File: src/rtl/sky_load_store_unit_if.sv
// -----------------------------------------------------------------------------
// sky_load_store_unit_if
//   Bundles the execute-side request/response handshake and the data-memory
//   bus of the load/store unit.
//
//   slave  : the load/store unit itself
//   master : execute stage, writeback and data memory (the unit's environment)
//
//   Request  : req_valid/req_ready, req_write, req_size, req_signed, req_addr,
//              req_wdata, req_rd
//   Response : rsp_valid, rsp_reg_write, rsp_rd, rsp_data, rsp_fault, rsp_cause
//   Memory   : mem_address, mem_read_en, mem_write_en, mem_write_data,
//              mem_read_data
//   Stall    : busy
// -----------------------------------------------------------------------------
interface sky_load_store_unit_if;
    logic        req_valid;
    logic        req_ready;
    logic        req_write;
    logic [1:0]  req_size;
    logic        req_signed;
    logic [31:0] req_addr;
    logic [31:0] req_wdata;
    logic [3:0]  req_rd;

    logic        rsp_valid;
    logic        rsp_reg_write;
    logic [3:0]  rsp_rd;
    logic [31:0] rsp_data;
    logic        rsp_fault;
    logic [1:0]  rsp_cause;

    logic [31:0] mem_address;
    logic        mem_read_en;
    logic        mem_write_en;
    logic [31:0] mem_write_data;
    logic [31:0] mem_read_data;

    logic        busy;

    modport slave (
        input  req_valid, req_write, req_size, req_signed, req_addr, req_wdata, req_rd,
        input  mem_read_data,
        output req_ready, busy,
        output rsp_valid, rsp_reg_write, rsp_rd, rsp_data, rsp_fault, rsp_cause,
        output mem_address, mem_read_en, mem_write_en, mem_write_data
    );

    modport master (
        output req_valid, req_write, req_size, req_signed, req_addr, req_wdata, req_rd,
        output mem_read_data,
        input  req_ready, busy,
        input  rsp_valid, rsp_reg_write, rsp_rd, rsp_data, rsp_fault, rsp_cause,
        input  mem_address, mem_read_en, mem_write_en, mem_write_data
    );
endinterface

File: src/rtl/sky_load_store_unit.sv
// -----------------------------------------------------------------------------
// sky_load_store_unit
//   Load/store unit between execute and a single-port, word-wide data memory
//   with a one-cycle registered read and full-word writes. One request is in
//   flight at a time. Loads extract a little-endian byte/half/word lane with
//   sign or zero extension; sub-word stores are read-modify-write. Faulting
//   requests (bad size, out of range, misaligned) never touch memory and are
//   answered the cycle after acceptance.
//
//   Ports:
//     clk    : clock, all state on the rising edge
//     reset  : asynchronous, active-low
//     io_lsu : sky_load_store_unit_if.slave (request, response, memory, busy)
//
//   Response latency after acceptance at cycle T:
//     fault T+1, word store T+2, load T+3, sub-word store T+4
// -----------------------------------------------------------------------------
module sky_load_store_unit #(
    parameter int unsigned MEM_BYTES = 4096
) (
    input  logic                  clk,
    input  logic                  reset,
    sky_load_store_unit_if.slave  io_lsu
);

    typedef enum logic [2:0] {
        IDLE,
        READ,
        MERGE,
        WRITE,
        LDATA
    } state_t;

    typedef enum logic [1:0] {
        CAUSE_NONE     = 2'b00,
        CAUSE_MISALIGN = 2'b01,
        CAUSE_RANGE    = 2'b10,
        CAUSE_SIZE     = 2'b11
    } cause_t;

    localparam logic [1:0] SIZE_BYTE = 2'b00;
    localparam logic [1:0] SIZE_HALF = 2'b01;
    localparam logic [1:0] SIZE_WORD = 2'b10;
    localparam logic [1:0] SIZE_BAD  = 2'b11;

    // Request context captured at acceptance
    state_t      r_state;
    logic [1:0]  r_lane;
    logic [1:0]  r_size;
    logic        r_signed;
    logic        r_write;
    logic [15:0] r_wdata;      // only the sub-word store path needs it
    logic [3:0]  r_rd;

    // Registered outputs
    logic        r_rsp_valid;
    logic        r_rsp_reg_write;
    logic [3:0]  r_rsp_rd;
    logic [31:0] r_rsp_data;
    logic        r_rsp_fault;
    cause_t      r_rsp_cause;
    logic [31:0] r_mem_address;
    logic        r_mem_read_en;
    logic        r_mem_write_en;
    logic [31:0] r_mem_write_data;   // doubles as the RMW merge register

    logic        w_ready;
    logic        w_accept;
    cause_t      w_cause;
    logic [7:0]  w_byte;
    logic [15:0] w_half;
    logic [31:0] w_load_data;
    logic [31:0] w_merge_data;

    // Ready is gated by reset directly so it drops in the same cycle reset
    // asserts, not one edge later.
    assign w_ready  = (r_state == IDLE) && reset;
    assign w_accept = io_lsu.req_valid && w_ready;

    // Fault classification of the incoming request; size beats range beats
    // alignment.
    always_comb begin
        // NOTE: assign a default before any branching so every path drives the
        // signal; a missing path in combinational logic infers a latch.
        w_cause = CAUSE_NONE;
        if (io_lsu.req_size == SIZE_BAD) begin
            w_cause = CAUSE_SIZE;
        end else if (io_lsu.req_addr >= MEM_BYTES) begin
            w_cause = CAUSE_RANGE;
        end else if ((io_lsu.req_size == SIZE_HALF && io_lsu.req_addr[0]) ||
                     (io_lsu.req_size == SIZE_WORD && io_lsu.req_addr[1:0] != 2'b00)) begin
            w_cause = CAUSE_MISALIGN;
        end
    end

    // Load lane extraction and extension from the word returned by memory.
    always_comb begin
        case (r_lane)
            2'd0:    w_byte = io_lsu.mem_read_data[7:0];
            2'd1:    w_byte = io_lsu.mem_read_data[15:8];
            2'd2:    w_byte = io_lsu.mem_read_data[23:16];
            default: w_byte = io_lsu.mem_read_data[31:24];
        endcase
        w_half = r_lane[1] ? io_lsu.mem_read_data[31:16] : io_lsu.mem_read_data[15:0];
        case (r_size)
            SIZE_BYTE: w_load_data = {{24{r_signed & w_byte[7]}}, w_byte};
            SIZE_HALF: w_load_data = {{16{r_signed & w_half[15]}}, w_half};
            default:   w_load_data = io_lsu.mem_read_data;   // word ignores signedness
        endcase
    end

    // Sub-word store merge: overwrite only the addressed lane of the old word.
    always_comb begin
        w_merge_data = io_lsu.mem_read_data;
        if (r_size == SIZE_HALF) begin
            if (r_lane[1]) w_merge_data[31:16] = r_wdata;
            else           w_merge_data[15:0]  = r_wdata;
        end else begin
            case (r_lane)
                2'd0:    w_merge_data[7:0]   = r_wdata[7:0];
                2'd1:    w_merge_data[15:8]  = r_wdata[7:0];
                2'd2:    w_merge_data[23:16] = r_wdata[7:0];
                default: w_merge_data[31:24] = r_wdata[7:0];
            endcase
        end
    end

    // Control FSM with all outputs registered. Strobes and rsp_valid default
    // low every cycle so each is a single-cycle pulse in its own state.
    // NOTE: sequential state uses non-blocking assignments so every register
    // samples pre-edge values regardless of statement order.
    always_ff @(posedge clk or negedge reset) begin
        if (!reset) begin
            r_state          <= IDLE;
            r_lane           <= 2'b00;
            r_size           <= SIZE_BYTE;
            r_signed         <= 1'b0;
            r_write          <= 1'b0;
            r_wdata          <= '0;
            r_rd             <= '0;
            r_rsp_valid      <= 1'b0;
            r_rsp_reg_write  <= 1'b0;
            r_rsp_rd         <= '0;
            r_rsp_data       <= '0;
            r_rsp_fault      <= 1'b0;
            r_rsp_cause      <= CAUSE_NONE;
            r_mem_address    <= '0;
            r_mem_read_en    <= 1'b0;
            r_mem_write_en   <= 1'b0;
            r_mem_write_data <= '0;
        end else begin
            r_rsp_valid    <= 1'b0;
            r_mem_read_en  <= 1'b0;
            r_mem_write_en <= 1'b0;

            case (r_state)
                IDLE: begin
                    if (w_accept) begin
                        r_lane   <= io_lsu.req_addr[1:0];
                        r_size   <= io_lsu.req_size;
                        r_signed <= io_lsu.req_signed;
                        r_write  <= io_lsu.req_write;
                        r_wdata  <= io_lsu.req_wdata[15:0];
                        r_rd     <= io_lsu.req_rd;

                        if (w_cause != CAUSE_NONE) begin
                            // Rejected: answer now, leave the memory bus alone.
                            r_rsp_valid     <= 1'b1;
                            r_rsp_reg_write <= 1'b0;
                            r_rsp_rd        <= io_lsu.req_rd;
                            r_rsp_data      <= '0;
                            r_rsp_fault     <= 1'b1;
                            r_rsp_cause     <= w_cause;
                        end else begin
                            r_mem_address <= {io_lsu.req_addr[31:2], 2'b00};
                            if (io_lsu.req_write && io_lsu.req_size == SIZE_WORD) begin
                                r_state          <= WRITE;
                                r_mem_write_en   <= 1'b1;
                                r_mem_write_data <= io_lsu.req_wdata;
                            end else begin
                                // Loads and sub-word stores both need the old word.
                                r_state       <= READ;
                                r_mem_read_en <= 1'b1;
                            end
                        end
                    end
                end

                READ: begin
                    r_state <= r_write ? MERGE : LDATA;
                end

                MERGE: begin
                    r_mem_write_data <= w_merge_data;
                    r_mem_write_en   <= 1'b1;
                    r_state          <= WRITE;
                end

                WRITE: begin
                    r_rsp_valid     <= 1'b1;
                    r_rsp_reg_write <= 1'b0;
                    r_rsp_rd        <= r_rd;
                    r_rsp_data      <= '0;
                    r_rsp_fault     <= 1'b0;
                    r_rsp_cause     <= CAUSE_NONE;
                    r_state         <= IDLE;
                end

                LDATA: begin
                    r_rsp_valid     <= 1'b1;
                    r_rsp_reg_write <= 1'b1;
                    r_rsp_rd        <= r_rd;
                    r_rsp_data      <= w_load_data;
                    r_rsp_fault     <= 1'b0;
                    r_rsp_cause     <= CAUSE_NONE;
                    r_state         <= IDLE;
                end

                default: r_state <= IDLE;
            endcase
        end
    end

    assign io_lsu.req_ready      = w_ready;
    assign io_lsu.busy           = ~w_ready;
    assign io_lsu.rsp_valid      = r_rsp_valid;
    assign io_lsu.rsp_reg_write  = r_rsp_reg_write;
    assign io_lsu.rsp_rd         = r_rsp_rd;
    assign io_lsu.rsp_data       = r_rsp_data;
    assign io_lsu.rsp_fault      = r_rsp_fault;
    assign io_lsu.rsp_cause      = r_rsp_cause;
    assign io_lsu.mem_address    = r_mem_address;
    assign io_lsu.mem_read_en    = r_mem_read_en;
    assign io_lsu.mem_write_en   = r_mem_write_en;
    assign io_lsu.mem_write_data = r_mem_write_data;

endmodule

File: src/flat_wrapper.sv
// flat-port wrapper written by rule: the top's interface ports become plain ports
module sky_load_store_unit_flat 
#(
    parameter int unsigned MEM_BYTES = 4096
)
  (clk, reset, io_lsu_req_valid, io_lsu_req_write, io_lsu_req_size, io_lsu_req_signed, io_lsu_req_addr, io_lsu_req_wdata, io_lsu_req_rd, io_lsu_mem_read_data, io_lsu_req_ready, io_lsu_busy, io_lsu_rsp_valid, io_lsu_rsp_reg_write, io_lsu_rsp_rd, io_lsu_rsp_data, io_lsu_rsp_fault, io_lsu_rsp_cause, io_lsu_mem_address, io_lsu_mem_read_en, io_lsu_mem_write_en, io_lsu_mem_write_data);
  sky_load_store_unit_if io_lsu_i ();
  input  logic clk;
  input  logic reset;
  input wire logic [$bits(io_lsu_i.req_valid)-1:0] io_lsu_req_valid;
  input wire logic [$bits(io_lsu_i.req_write)-1:0] io_lsu_req_write;
  input wire logic [$bits(io_lsu_i.req_size)-1:0] io_lsu_req_size;
  input wire logic [$bits(io_lsu_i.req_signed)-1:0] io_lsu_req_signed;
  input wire logic [$bits(io_lsu_i.req_addr)-1:0] io_lsu_req_addr;
  input wire logic [$bits(io_lsu_i.req_wdata)-1:0] io_lsu_req_wdata;
  input wire logic [$bits(io_lsu_i.req_rd)-1:0] io_lsu_req_rd;
  input wire logic [$bits(io_lsu_i.mem_read_data)-1:0] io_lsu_mem_read_data;
  output wire logic [$bits(io_lsu_i.req_ready)-1:0] io_lsu_req_ready;
  output wire logic [$bits(io_lsu_i.busy)-1:0] io_lsu_busy;
  output wire logic [$bits(io_lsu_i.rsp_valid)-1:0] io_lsu_rsp_valid;
  output wire logic [$bits(io_lsu_i.rsp_reg_write)-1:0] io_lsu_rsp_reg_write;
  output wire logic [$bits(io_lsu_i.rsp_rd)-1:0] io_lsu_rsp_rd;
  output wire logic [$bits(io_lsu_i.rsp_data)-1:0] io_lsu_rsp_data;
  output wire logic [$bits(io_lsu_i.rsp_fault)-1:0] io_lsu_rsp_fault;
  output wire logic [$bits(io_lsu_i.rsp_cause)-1:0] io_lsu_rsp_cause;
  output wire logic [$bits(io_lsu_i.mem_address)-1:0] io_lsu_mem_address;
  output wire logic [$bits(io_lsu_i.mem_read_en)-1:0] io_lsu_mem_read_en;
  output wire logic [$bits(io_lsu_i.mem_write_en)-1:0] io_lsu_mem_write_en;
  output wire logic [$bits(io_lsu_i.mem_write_data)-1:0] io_lsu_mem_write_data;
  assign io_lsu_i.req_valid = io_lsu_req_valid;
  assign io_lsu_i.req_write = io_lsu_req_write;
  assign io_lsu_i.req_size = io_lsu_req_size;
  assign io_lsu_i.req_signed = io_lsu_req_signed;
  assign io_lsu_i.req_addr = io_lsu_req_addr;
  assign io_lsu_i.req_wdata = io_lsu_req_wdata;
  assign io_lsu_i.req_rd = io_lsu_req_rd;
  assign io_lsu_i.mem_read_data = io_lsu_mem_read_data;
  assign io_lsu_req_ready = io_lsu_i.req_ready;
  assign io_lsu_busy = io_lsu_i.busy;
  assign io_lsu_rsp_valid = io_lsu_i.rsp_valid;
  assign io_lsu_rsp_reg_write = io_lsu_i.rsp_reg_write;
  assign io_lsu_rsp_rd = io_lsu_i.rsp_rd;
  assign io_lsu_rsp_data = io_lsu_i.rsp_data;
  assign io_lsu_rsp_fault = io_lsu_i.rsp_fault;
  assign io_lsu_rsp_cause = io_lsu_i.rsp_cause;
  assign io_lsu_mem_address = io_lsu_i.mem_address;
  assign io_lsu_mem_read_en = io_lsu_i.mem_read_en;
  assign io_lsu_mem_write_en = io_lsu_i.mem_write_en;
  assign io_lsu_mem_write_data = io_lsu_i.mem_write_data;
  sky_load_store_unit #(.MEM_BYTES(MEM_BYTES)) u_core (.clk(clk), .reset(reset), .io_lsu(io_lsu_i));
endmodule
File: config.mk
export PLATFORM = sky130hd
export DESIGN_NAME = sky_load_store_unit_flat
export DESIGN_NICKNAME = d
export VERILOG_FILES = /design/src/rtl/sky_load_store_unit_if.sv /design/src/rtl/sky_load_store_unit.sv /design/src/flat_wrapper.sv
export SDC_FILE = /design/constraint.sdc
export NUM_CORES = 1
export LEC_CHECK = 0
export BUFFER_PORTS_ARGS = -buffer_cell sky130_fd_sc_hd__buf_2
export CORE_ASPECT_RATIO = 1.75
export CORE_MARGIN = 2
export CORE_UTILIZATION = 51
export CTS_BUF_LIST = sky130_fd_sc_hd__clkbuf_8 sky130_fd_sc_hd__clkbuf_16
export CTS_CLUSTER_DIAMETER = 150
export DETAILED_ROUTE_END_ITERATION = 10
export HOLD_SLACK_MARGIN = 0.15
export PLACE_DENSITY = 0.88
export REMOVE_ABC_BUFFERS = 1
export SETUP_SLACK_MARGIN = 0.05
export SLEW_MARGIN = 20
export SYNTH_ARGS = -nofsm -noshare
export SYNTH_HDL_FRONTEND = slang
export SYNTH_SLANG_ARGS = --single-unit
File: constraint.sdc
create_clock -name clk -period 2.6 [get_ports clk]
set_clock_uncertainty 0.2 [all_clocks]
set_input_delay 0.13 -clock clk [delete_from_list [all_inputs] [get_ports clk]]
set_output_delay 0.13 -clock clk [all_outputs]
set_load 0.05 [all_outputs]
==> flow_metrics.tcl, run 1 <==
set metrics [dict create \
    final_cell_mix "buf_2, nand2_1, dfrtp_1" \
    internal_power_mw 4.50 \
    grt_util_all_layers_pct 35.2 \
    slew_headroom_pct 46.7 \
    required_ps 2750 \
    placed_cells 1015 \
    p_switching_mw 2.29 \
    power_leakage_nw 4.83 \
    power_density_nw_per_um2 709 \
    antennaDiodeCount 0 \
    peakVddDrop_v 0.000554 \
    wl_per_cell_um 20.0 \
    synth_edf_count 0 \
    crit_path_end_kind "register" \
    cp_max_fo 13 \
    fmax_mhz 415 \
    nFillCells 819 \
    synth_area_leaders "dfrtp_1, nand2_1, nor2b_1, a21oi_1, a211oi_1" \
    place_hpwl_um 14400 \
    cp-start-kind "register" \
    die_w_um 89.2 \
    fin_cells 1167 \
    grt_max_degree 135 \
    power.share.sequential_pct 36.1 \
    h-tree-depth 4 \
    cts_num_sinks 134 \
    nets 1093 \
    area_delta_synth_final_pct 47.6 \
    die_h_um 153 \
    yosys_warnings 0 \
    layout_commonest_cell "buf_2" \
    cts-root-buf "clkbuf_16" \
    io_pins 216 \
    clk_path_buf_depth 2 \
    reg2reg_slack_ps 190 \
    synth_seq_cells 134 \
    cts_buffers 17 \
    ant_nets 0 \
    cap_violations 0 \
    hold_class "input pin to asynchronous set/reset pin" \
    fin_setup_tns_ps 0 \
    timing.final.crit_share_pct 92.6 \
    cts_tree "yes" \
    port_buffers 213 \
    multiInputGateArea_um2 2830 \
    first_global_vias 7186 \
    synth_cell_types 50 \
    initial_utilization_pct 52.1 \
    syn-instance-count 662 \
    grt_pass1_wl_um 36700 \
    yosysSeqAreaShare_pct 51.7 \
    drc 0 \
    syn_area_per_cell_um2 9.79 \
    post-route-min-period_ps 2410 \
    p_comb_share_pct 26.9 \
    p_total_mw 6.78 \
    setup_viol 0 \
    syn-cell-area_um2 6480 \
    r2r-start "u_core.r_state[0]" \
    reg2reg_depth 6 \
    cp.arrival_ps 2560 \
    outcome "complete, no violations" \
    antenna_found_initial 0 \
    hold_viol 0 \
    worstSetupPathType "register to register" \
    core_um2 12400 \
    layout-drive-gt1-share_pct 30.7 \
    dr.pass1.iters 5 \
    synth_top_cell_area_share_pct 51.7 \
    die_area_um2 13700 \
    insertion_delay_ps 410 \
    rsz0062_at_grt "no" \
    clk_pin_slew_ps 60 \
    critPathLaunch "u_core.r_state[0]" \
    fin_util_pct 76.9 \
    wl_um 23300 \
    routed_via_density 5.79 \
    drv_slew 0 \
    ys_async_sr_fraction_pct 100 \
    fp-row-count 54 \
    vias 6758 \
    synth_top_cell_by_area "dfrtp_1" \
    p_clk_share_pct 37.0 \
    regArea_um2 3350 \
    drt_iter0_drc 749 \
    synth_ff_type "dfrtp_1" \
    fin_hold_ws_ps 233 \
    r2r_end "u_core.r_rd[2]" \
    swShare_pct 33.7 \
    gp_congestion 0.912 \
    overflow 0 \
    worst_slew_pin_slew_ps 795 \
]
Yosys cell counts, types with 2 or more instances:
master,number
nand2_1,156
dfrtp_1,134
a21oi_1,50
nor2b_1,46
clkbuf_1,33
a211oi_1,27
a31oi_1,23
o2bb2ai_1,21
nor2_1,17
a221o_1,15
buf_2,12
inv_1,12
mux2_2,11
nand3_1,10
nor3_1,10
o22ai_1,9
mux4_2,8
mux2i_1,6
nor4_1,6
buf_6,5
o21ai_0,4
o2bb2ai_2,4
a221oi_1,3
buf_1,3
buf_4,3
a22o_1,2
a22oi_1,2
and2_1,2
and2_4,2
and3_1,2
nand2b_1,2
o21a_1,2
o21ai_1,2
or2_2,2
timing repair:
item | 4_1_cts | 5_1_grt
hold buffers | 117 | 0
endpoints found under the setup margin | 0 | 4
endpoints found under the hold margin | 258 | 0
buffers inserted | 0 | 3
resized for setup | 0 | 2
power by group through the flow:
stage | clock network, mW | registers, mW | logic [mW]
after floorplan | 0 | 2.98 | 0.522
after global placement | 0 | 2.46 | 1.58
after detailed placement | 0 | 2.47 | 1.61
after CTS | 2.52 | 2.44 | 1.78
after global routing | 2.62 | 2.47 | 1.94
final | 2.51 | 2.45 | 1.82
kinds of logic (layout without fill, tap and decap cells):
family | Yosys count | count (layout) | share of synthesized area (%)
and+or+nand+nor | 263 | 263 | 18.9
AOI/OAI and AO/OA | 171 | 171 | 18.8
DFF | 134 | 134 | 51.7
buffers and inverters | 68 | 404 | 4.92
muxes | 25 | 25 | 5.62
other | 1 | 2 | 0.0579
routing by layer:
layer  share of wire (%)  track usage [%]  wire [µm]  vias up
met1                  34             39.8       8030     3237
met3                 7.3             7.24       1710      107
met5                   0                0          0        -
li1                    -                -          -     2991
met4                 7.1             21.1       1650        0
met2                  51             59.2      11900      423
worst max-delay path by stage:
| stage | to | slack, ps | cells past startpoint |
|---|---|---|---|
| 4_1_cts | u_core.io_lsu.mem_read_en | 190 | 6 |
| 6_report | u_core.r_rd[2] | 190 | 6 |
| 5_1_grt | u_core.io_lsu.mem_read_en | 110 | 6 |
| 3_5_place_dp | u_core.io_lsu.mem_address[9] | 300 | 6 |
| 2_1_floorplan | u_core.io_lsu.mem_address[10] | -1110 | 4 |
| 3_3_place_gp | u_core.io_lsu.mem_address[9] | 350 | 6 |
through the flow:
stage                     area (µm²)  setup WS [ps]
after detailed placement        7730            300
after CTS                       9520            190
after floorplan                 6210          -1110
after global routing            9570            114
after global placement          7730            351
final                           9570            191
flip-flops by register name (all words and copies together), names as in the netlist:
signal,flops
u_core.r_rd,4
u_core.io_lsu.rsp_valid,1
u_core.io_lsu.rsp_reg_write,1
u_core.r_signed,1
u_core.r_size,2
u_core.io_lsu.rsp_rd,4
u_core.io_lsu.mem_address,30
u_core.r_lane,2
u_core.io_lsu.mem_write_en,1
u_core.r_state,3
u_core.io_lsu.mem_write_data,32
u_core.r_write,1
u_core.io_lsu.mem_read_en,1
u_core.io_lsu.rsp_fault,1
u_core.io_lsu.rsp_data,32
u_core.r_wdata,16
u_core.io_lsu.rsp_cause,2
cell type report:
class | count | area share (%)
clock buffers | 20 | 4.88
clock inverters | 12 | 1.58
inverters | 12 | 0.471
multi-input cells | 461 | 29.6
flip-flops and latches | 134 | 35.1
well taps | 168 | 2.20
repair buffers | 360 | 26.2
worst max-delay path, stage by stage, from the launching register on:
cell and delay, ps:
dfrtp_1 470, nor4b_4 400, and2_4 290, buf_4 250
nand2_1 100, nand2_1 80, dlygate4sd3_1 560
Note: power is estimated with default switching activity, not from simulation.
==> run 2: changes to the inputs <==
--- a/config.mk
+++ b/config.mk
@@ -9,7 +9,7 @@
 export CORE_ASPECT_RATIO = 1.75
 export CORE_MARGIN = 2
 export CORE_UTILIZATION = 51
-export CTS_BUF_LIST = sky130_fd_sc_hd__clkbuf_8 sky130_fd_sc_hd__clkbuf_16
+export CTS_BUF_LIST = sky130_fd_sc_hd__clkbuf_16
 export CTS_CLUSTER_DIAMETER = 150
 export DETAILED_ROUTE_END_ITERATION = 10
 export HOLD_SLACK_MARGIN = 0.15
==> run 2 against run 1 <==
Against the previous run:
- maximum frequency decreased by 2.9%
- final area shrank 0.31%
- via count is 0.58% higher
- largest power group is now registers
- critical path depth unchanged
- utilization is 0.24 points lower
- sequential share of layout area rose by 0.11 points
- die area unchanged
- hold slack worse by 18 ps
==> flow_metrics.tcl, run 2 (synthesized netlist as in run 1, its figures left out) <==
set metrics [dict create \
    power_density_nw_per_um2 703 \
    overflow 0 \
    vias 6797 \
    antenna_found_initial 0 \
    post-route-min-period_ps 2480 \
    grt_pass1_wl_um 36800 \
    die_w_um 89.2 \
    layout_commonest_cell "buf_2" \
    port_buffers 213 \
    cts_tree "yes" \
    cp-start-kind "register" \
    crit_top_cell "nand2_1" \
    cp.arrival_ps 2560 \
    cp_max_fo 29 \
    h-tree-depth 4 \
    min_from "io_lsu_req_addr[18]" \
    area_delta_synth_final_pct 47.1 \
    wl_um 23400 \
    timing.final.crit_share_pct 95.4 \
    worstHoldEndpoint "u_core.io_lsu.rsp_fault" \
    rsz0062_at_grt "yes" \
    grt_max_degree 135 \
    fmax_mhz 403 \
    hold_viol 0 \
    drt_iter0_drc 721 \
    nets 1095 \
    place_hpwl_um 14400 \
    io_pins 216 \
    met1_usage_pct 40.5 \
    drv_slew 0 \
    ant_nets 0 \
    gp_congestion 0.912 \
    hold_class "input pin to register" \
    crit_path_end_kind "register" \
    cts_num_sinks 134 \
    layout-drive-gt1-share_pct 30.4 \
    crit_chain "nor4b_4 -> nand2_1 -> buf_4 -> nand2_1 -> nand2_1 -> dlygate4sd3_1" \
    clk_pin_slew_ps 60 \
    power_leakage_nw 4.81 \
    cpMaxStageDelayCell "dlygate4sd3_1" \
    hold_depth 6 \
    outcome "complete, no violations" \
    clk_path_buf_depth 2 \
    reg2reg_depth 6 \
    drc 0 \
    use_met3_pct 7.56 \
    r2r_end "u_core.r_write" \
    slew_headroom_pct 48.7 \
    reg2reg_slack_ps 120 \
    fin_util_pct 76.7 \
    grt_util_all_layers_pct 35.3 \
    cts-root-buf "clkbuf_16" \
    fp-row-count 54 \
    insertion_delay_ps 410 \
    worstSetupPathType "register to register" \
    cts_buffers 17 \
    fin_setup_tns_ps 0 \
    routed_via_density 5.81 \
    initial_utilization_pct 52.1 \
    setup_viol 0 \
    worst_slew_pin_slew_ps 764 \
    final_cell_mix "buf_2, nand2_1, dfrtp_1" \
    required_ps 2680 \
    antennaDiodeCount 0 \
    dr.pass1.iters 8 \
    r2r-start "u_core.r_state[2]" \
    busiest_layer "met2" \
    cap_violations 0 \
    first_global_vias 7130 \
    die_h_um 153 \
    peakVddDrop_v 0.000510 \
    die_area_um2 13700 \
    use_met2_pct 58.4 \
    core_um2 12400 \
    cp_slowest_stage_delay_ps 610 \
    wl_per_cell_um 20.0 \
]
[run 2: critical path: cells and delay by family, from the launching register on]
kind                   cells  cell delay [ps]
flip-flops                 1              450
AND/OR/NAND/NOR            4              810
buffers and inverters      2              890
[run 2: how the worst max path moves through the flow]
stage / from / end / slack [ps] / depth (start not counted)
after floorplan: u_core.r_state[2] / u_core.io_lsu.mem_address[10] / -1110 / 4
after global placement: io_lsu_req_addr[21] / u_core.io_lsu.mem_address[9] / 350 / 6
after detailed placement: io_lsu_req_addr[21] / u_core.io_lsu.mem_address[9] / 300 / 6
after CTS: io_lsu_req_addr[19] / u_core.io_lsu.mem_read_en / 190 / 6
after global routing: u_core.r_state[0] / u_core.r_write / 40 / 6
final: u_core.r_state[2] / u_core.r_write / 120 / 6
[run 2: where the power goes]
part	switching, mW	total [mW]	internal, mW	leakage, nW
registers	0.155	2.45	2.29	1.75
clock network	0.930	2.42	1.50	0.291
logic	1.21	1.83	0.622	2.77
[run 2: per-stage QoR]
| stage | cells | setup WS (ps) | area, µm² | hold slack [ps] | total power [mW] |
|---|---|---|---|---|---|
| finish | 1169 | 119 | 9540 | 214 | 6.70 |
| global route | 1169 | 44.4 | 9540 | 257 | 6.95 |
| CTS | 1165 | 191 | 9500 | 214 | 6.65 |
| detailed placement | 1015 | 300 | 7730 | 128 | 4.08 |
| global placement | 1015 | 351 | 7730 | 121 | 4.04 |
| floorplan | 607 | -1110 | 6210 | -366 | 3.50 |
[run 2: timing repair]
action	4_1_cts	5_1_grt
setup endpoints to repair	0	3
gates resized for setup	0	1
hold buffers	118	0
endpoints found under the hold margin	258	0
buffers inserted	0	4
[run 2: routing by layer]
layer / up-vias / routed length (µm)
met1: 3234 / 8060
li1: 2994 / -
met4: 0 / 1720
met2: 457 / 11800
met3: 112 / 1800
met5: - / 0
[run 2: layout make-up]
class | count | area [µm²]
multi-input cells | 461 | 2830
clock buffers | 17 | 425
flip-flops and latches | 134 | 3350
well taps | 168 | 210
repair buffers | 362 | 2510
fillers | 823 | 2900
inverters | 12 | 45.0
clock inverters | 15 | 163
==> run 3: changes to the inputs <==
--- a/config.mk
+++ b/config.mk
@@ -8,12 +8,12 @@
 export BUFFER_PORTS_ARGS = -buffer_cell sky130_fd_sc_hd__buf_2
 export CORE_ASPECT_RATIO = 1.75
 export CORE_MARGIN = 2
-export CORE_UTILIZATION = 51
-export CTS_BUF_LIST = sky130_fd_sc_hd__clkbuf_16
+export CORE_UTILIZATION = 52
+export CTS_BUF_LIST = sky130_fd_sc_hd__clkbuf_8
 export CTS_CLUSTER_DIAMETER = 150
 export DETAILED_ROUTE_END_ITERATION = 10
 export HOLD_SLACK_MARGIN = 0.15
-export PLACE_DENSITY = 0.88
+export PLACE_DENSITY = 0.89
 export REMOVE_ABC_BUFFERS = 1
 export SETUP_SLACK_MARGIN = 0.05
 export SLEW_MARGIN = 20
==> run 3 against run 2 <==
Against the previous run:
- final cell count rose by 0.17%
- hold slack worse by 68 ps
- clock-buffer cell count up 1
- clock power down 29%
- critical path depth stayed put
- highest routed layer unchanged
==> flow_metrics.tcl, run 3 (synthesized netlist as in run 1, its figures left out) <==
set metrics [dict create \
    first_global_vias 6801 \
    vias 6741 \
    cts-root-buf "clkbuf_8" \
    place_hpwl_um 14200 \
    power_leakage_nw 4.73 \
    cp-start-kind "input pin" \
    p_total_mw 5.97 \
    core_um2 12300 \
    fin_util_pct 76.2 \
    cts_num_sinks 134 \
    grt_util_all_layers_pct 35.1 \
    fmax_mhz 387 \
    min_from "io_lsu_req_addr[30]" \
    nets 1096 \
    layout_commonest_cell "buf_2" \
    peakVddDrop_v 0.000471 \
    cp_max_fo 3 \
    cp.arrival_ps 2710 \
    drt_iter0_drc 698 \
    worstHoldEndpoint "u_core.io_lsu.rsp_fault" \
    power_density_nw_per_um2 638 \
    dr.pass1.iters 6 \
    slew_headroom_pct 43.2 \
    cts_tree "yes" \
    antenna_found_initial 1 \
    die_h_um 152 \
    clk_path_buf_depth 2 \
    timing.final.crit_share_pct 99.3 \
    gp_congestion 0.912 \
    overflow 0 \
    nFillCells 836 \
    worst_slew_pin_slew_ps 844 \
    post-route-min-period_ps 2580 \
    use_met3_pct 6.50 \
    insertion_delay_ps 440 \
    crit_path_end_kind "register" \
    r2r_end "u_core.r_rd[0]" \
    busiest_layer "met2" \
    reg2reg_depth 6 \
    h-tree-depth 4 \
    cap_violations 0 \
    hold_class "input pin to register" \
    critPathLaunch "io_lsu_req_addr[19]" \
    routed_via_density 5.76 \
    grt_max_degree 135 \
    worstSetupPathType "input pin to register" \
    hold_depth 6 \
    final_cell_mix "buf_2, nand2_1, dfrtp_1" \
    layout-drive-gt1-share_pct 30.5 \
    hold_viol 0 \
    outcome "complete, no violations" \
    reg2reg_slack_ps 210 \
    rsz0062_at_grt "yes" \
    r2r-start "u_core.r_state[1]" \
    drv_slew 0 \
    clk_pin_slew_ps 80 \
    die_area_um2 13400 \
    port_buffers 213 \
    drc 0 \
    required_ps 2730 \
    fp-row-count 54 \
    ant_nets 0 \
    fin_hold_ws_ps 146 \
    wl_um 23000 \
    grt_pass1_wl_um 35400 \
    setup_viol 0 \
    initial_utilization_pct 52.7 \
    met1_usage_pct 39.8 \
    use_met2_pct 60.3 \
    cts_buffers 17 \
    die_w_um 88.4 \
    area_delta_synth_final_pct 44.6 \
    io_pins 216 \
    wl_per_cell_um 19.6 \
]
-- run 3: changes by cell type in the layout (fill, tap and decap cells not counted), sizes merged, moves of 2 or more --
cell / previous run / this run
buf: 244 / 241
clkinvlp: 1 / 4
dlygate4sd3: 118 / 121
clkinv: 9 / 7
-- run 3: layout make-up --
cell class	count	area (µm²)	share of cell area [%]
multi-input combinational	461	2830	30.2
timing repair buffer	363	2540	27.1
inverter	12	45.0	0.481
sequential	134	3360	35.8
tap	168	210	2.24
clock inverter	14	136	1.46
clock buffer	18	248	2.64
antenna	1	2.50	0.0267
-- run 3: worst max path at each step --
stage | end | slack [ps]
detailed placement | u_core.io_lsu.rsp_data[8] | 320
global placement | u_core.io_lsu.rsp_data[19] | 340
finish | u_core.io_lsu.mem_read_en | 20
global route | u_core.io_lsu.mem_read_en | -80
CTS | u_core.r_lane[0] | 70
floorplan | u_core.io_lsu.mem_address[10] | -1110
-- run 3: what timing repair did --
| action | in CTS | in global routing |
|---|---|---|
| setup buffers | 0 | 3 |
| setup endpoints to repair | 0 | 48 |
| gates resized for setup | 0 | 5 |
| endpoints found under the hold margin | 263 | 2 |
| hold buffers | 121 | 4 |
-- run 3: layer usage --
metal | vias up | share of wire, %
met5 | - | 0
met4 | 0 | 5.9
met3 | 94 | 7.1
met2 | 410 | 52
met1 | 3244 | 35
li1 | 2993 | -
-- run 3: critical path, stage by stage --
cell	delay, ps
dlygate4sd3_1	530
buf_2	130
nor4_1	540
o211ai_1	390
dlygate4sd3_1	700
nor4_2	300
-- run 3: power by group --
group          switching [mW]  internal (mW)
Sequential              0.143           2.29
Combinational            1.21          0.631
Clock                   0.840          0.866
Total                    2.19           3.78
-- run 3: stage by stage --
step | std cells | cell area, µm² | TNS [ps] | setup slack (ps)
3_3_place_gp | 1013 | 7720 | 0 | 345
5_1_grt | 1171 | 9370 | -83.1 | -83.1
4_1_cts | 1166 | 9320 | 0 | 70.1
3_5_place_dp | 1013 | 7720 | 0 | 318
2_1_floorplan | 607 | 6210 | -43940 | -1110
6_report | 1171 | 9370 | 0 | 19.2
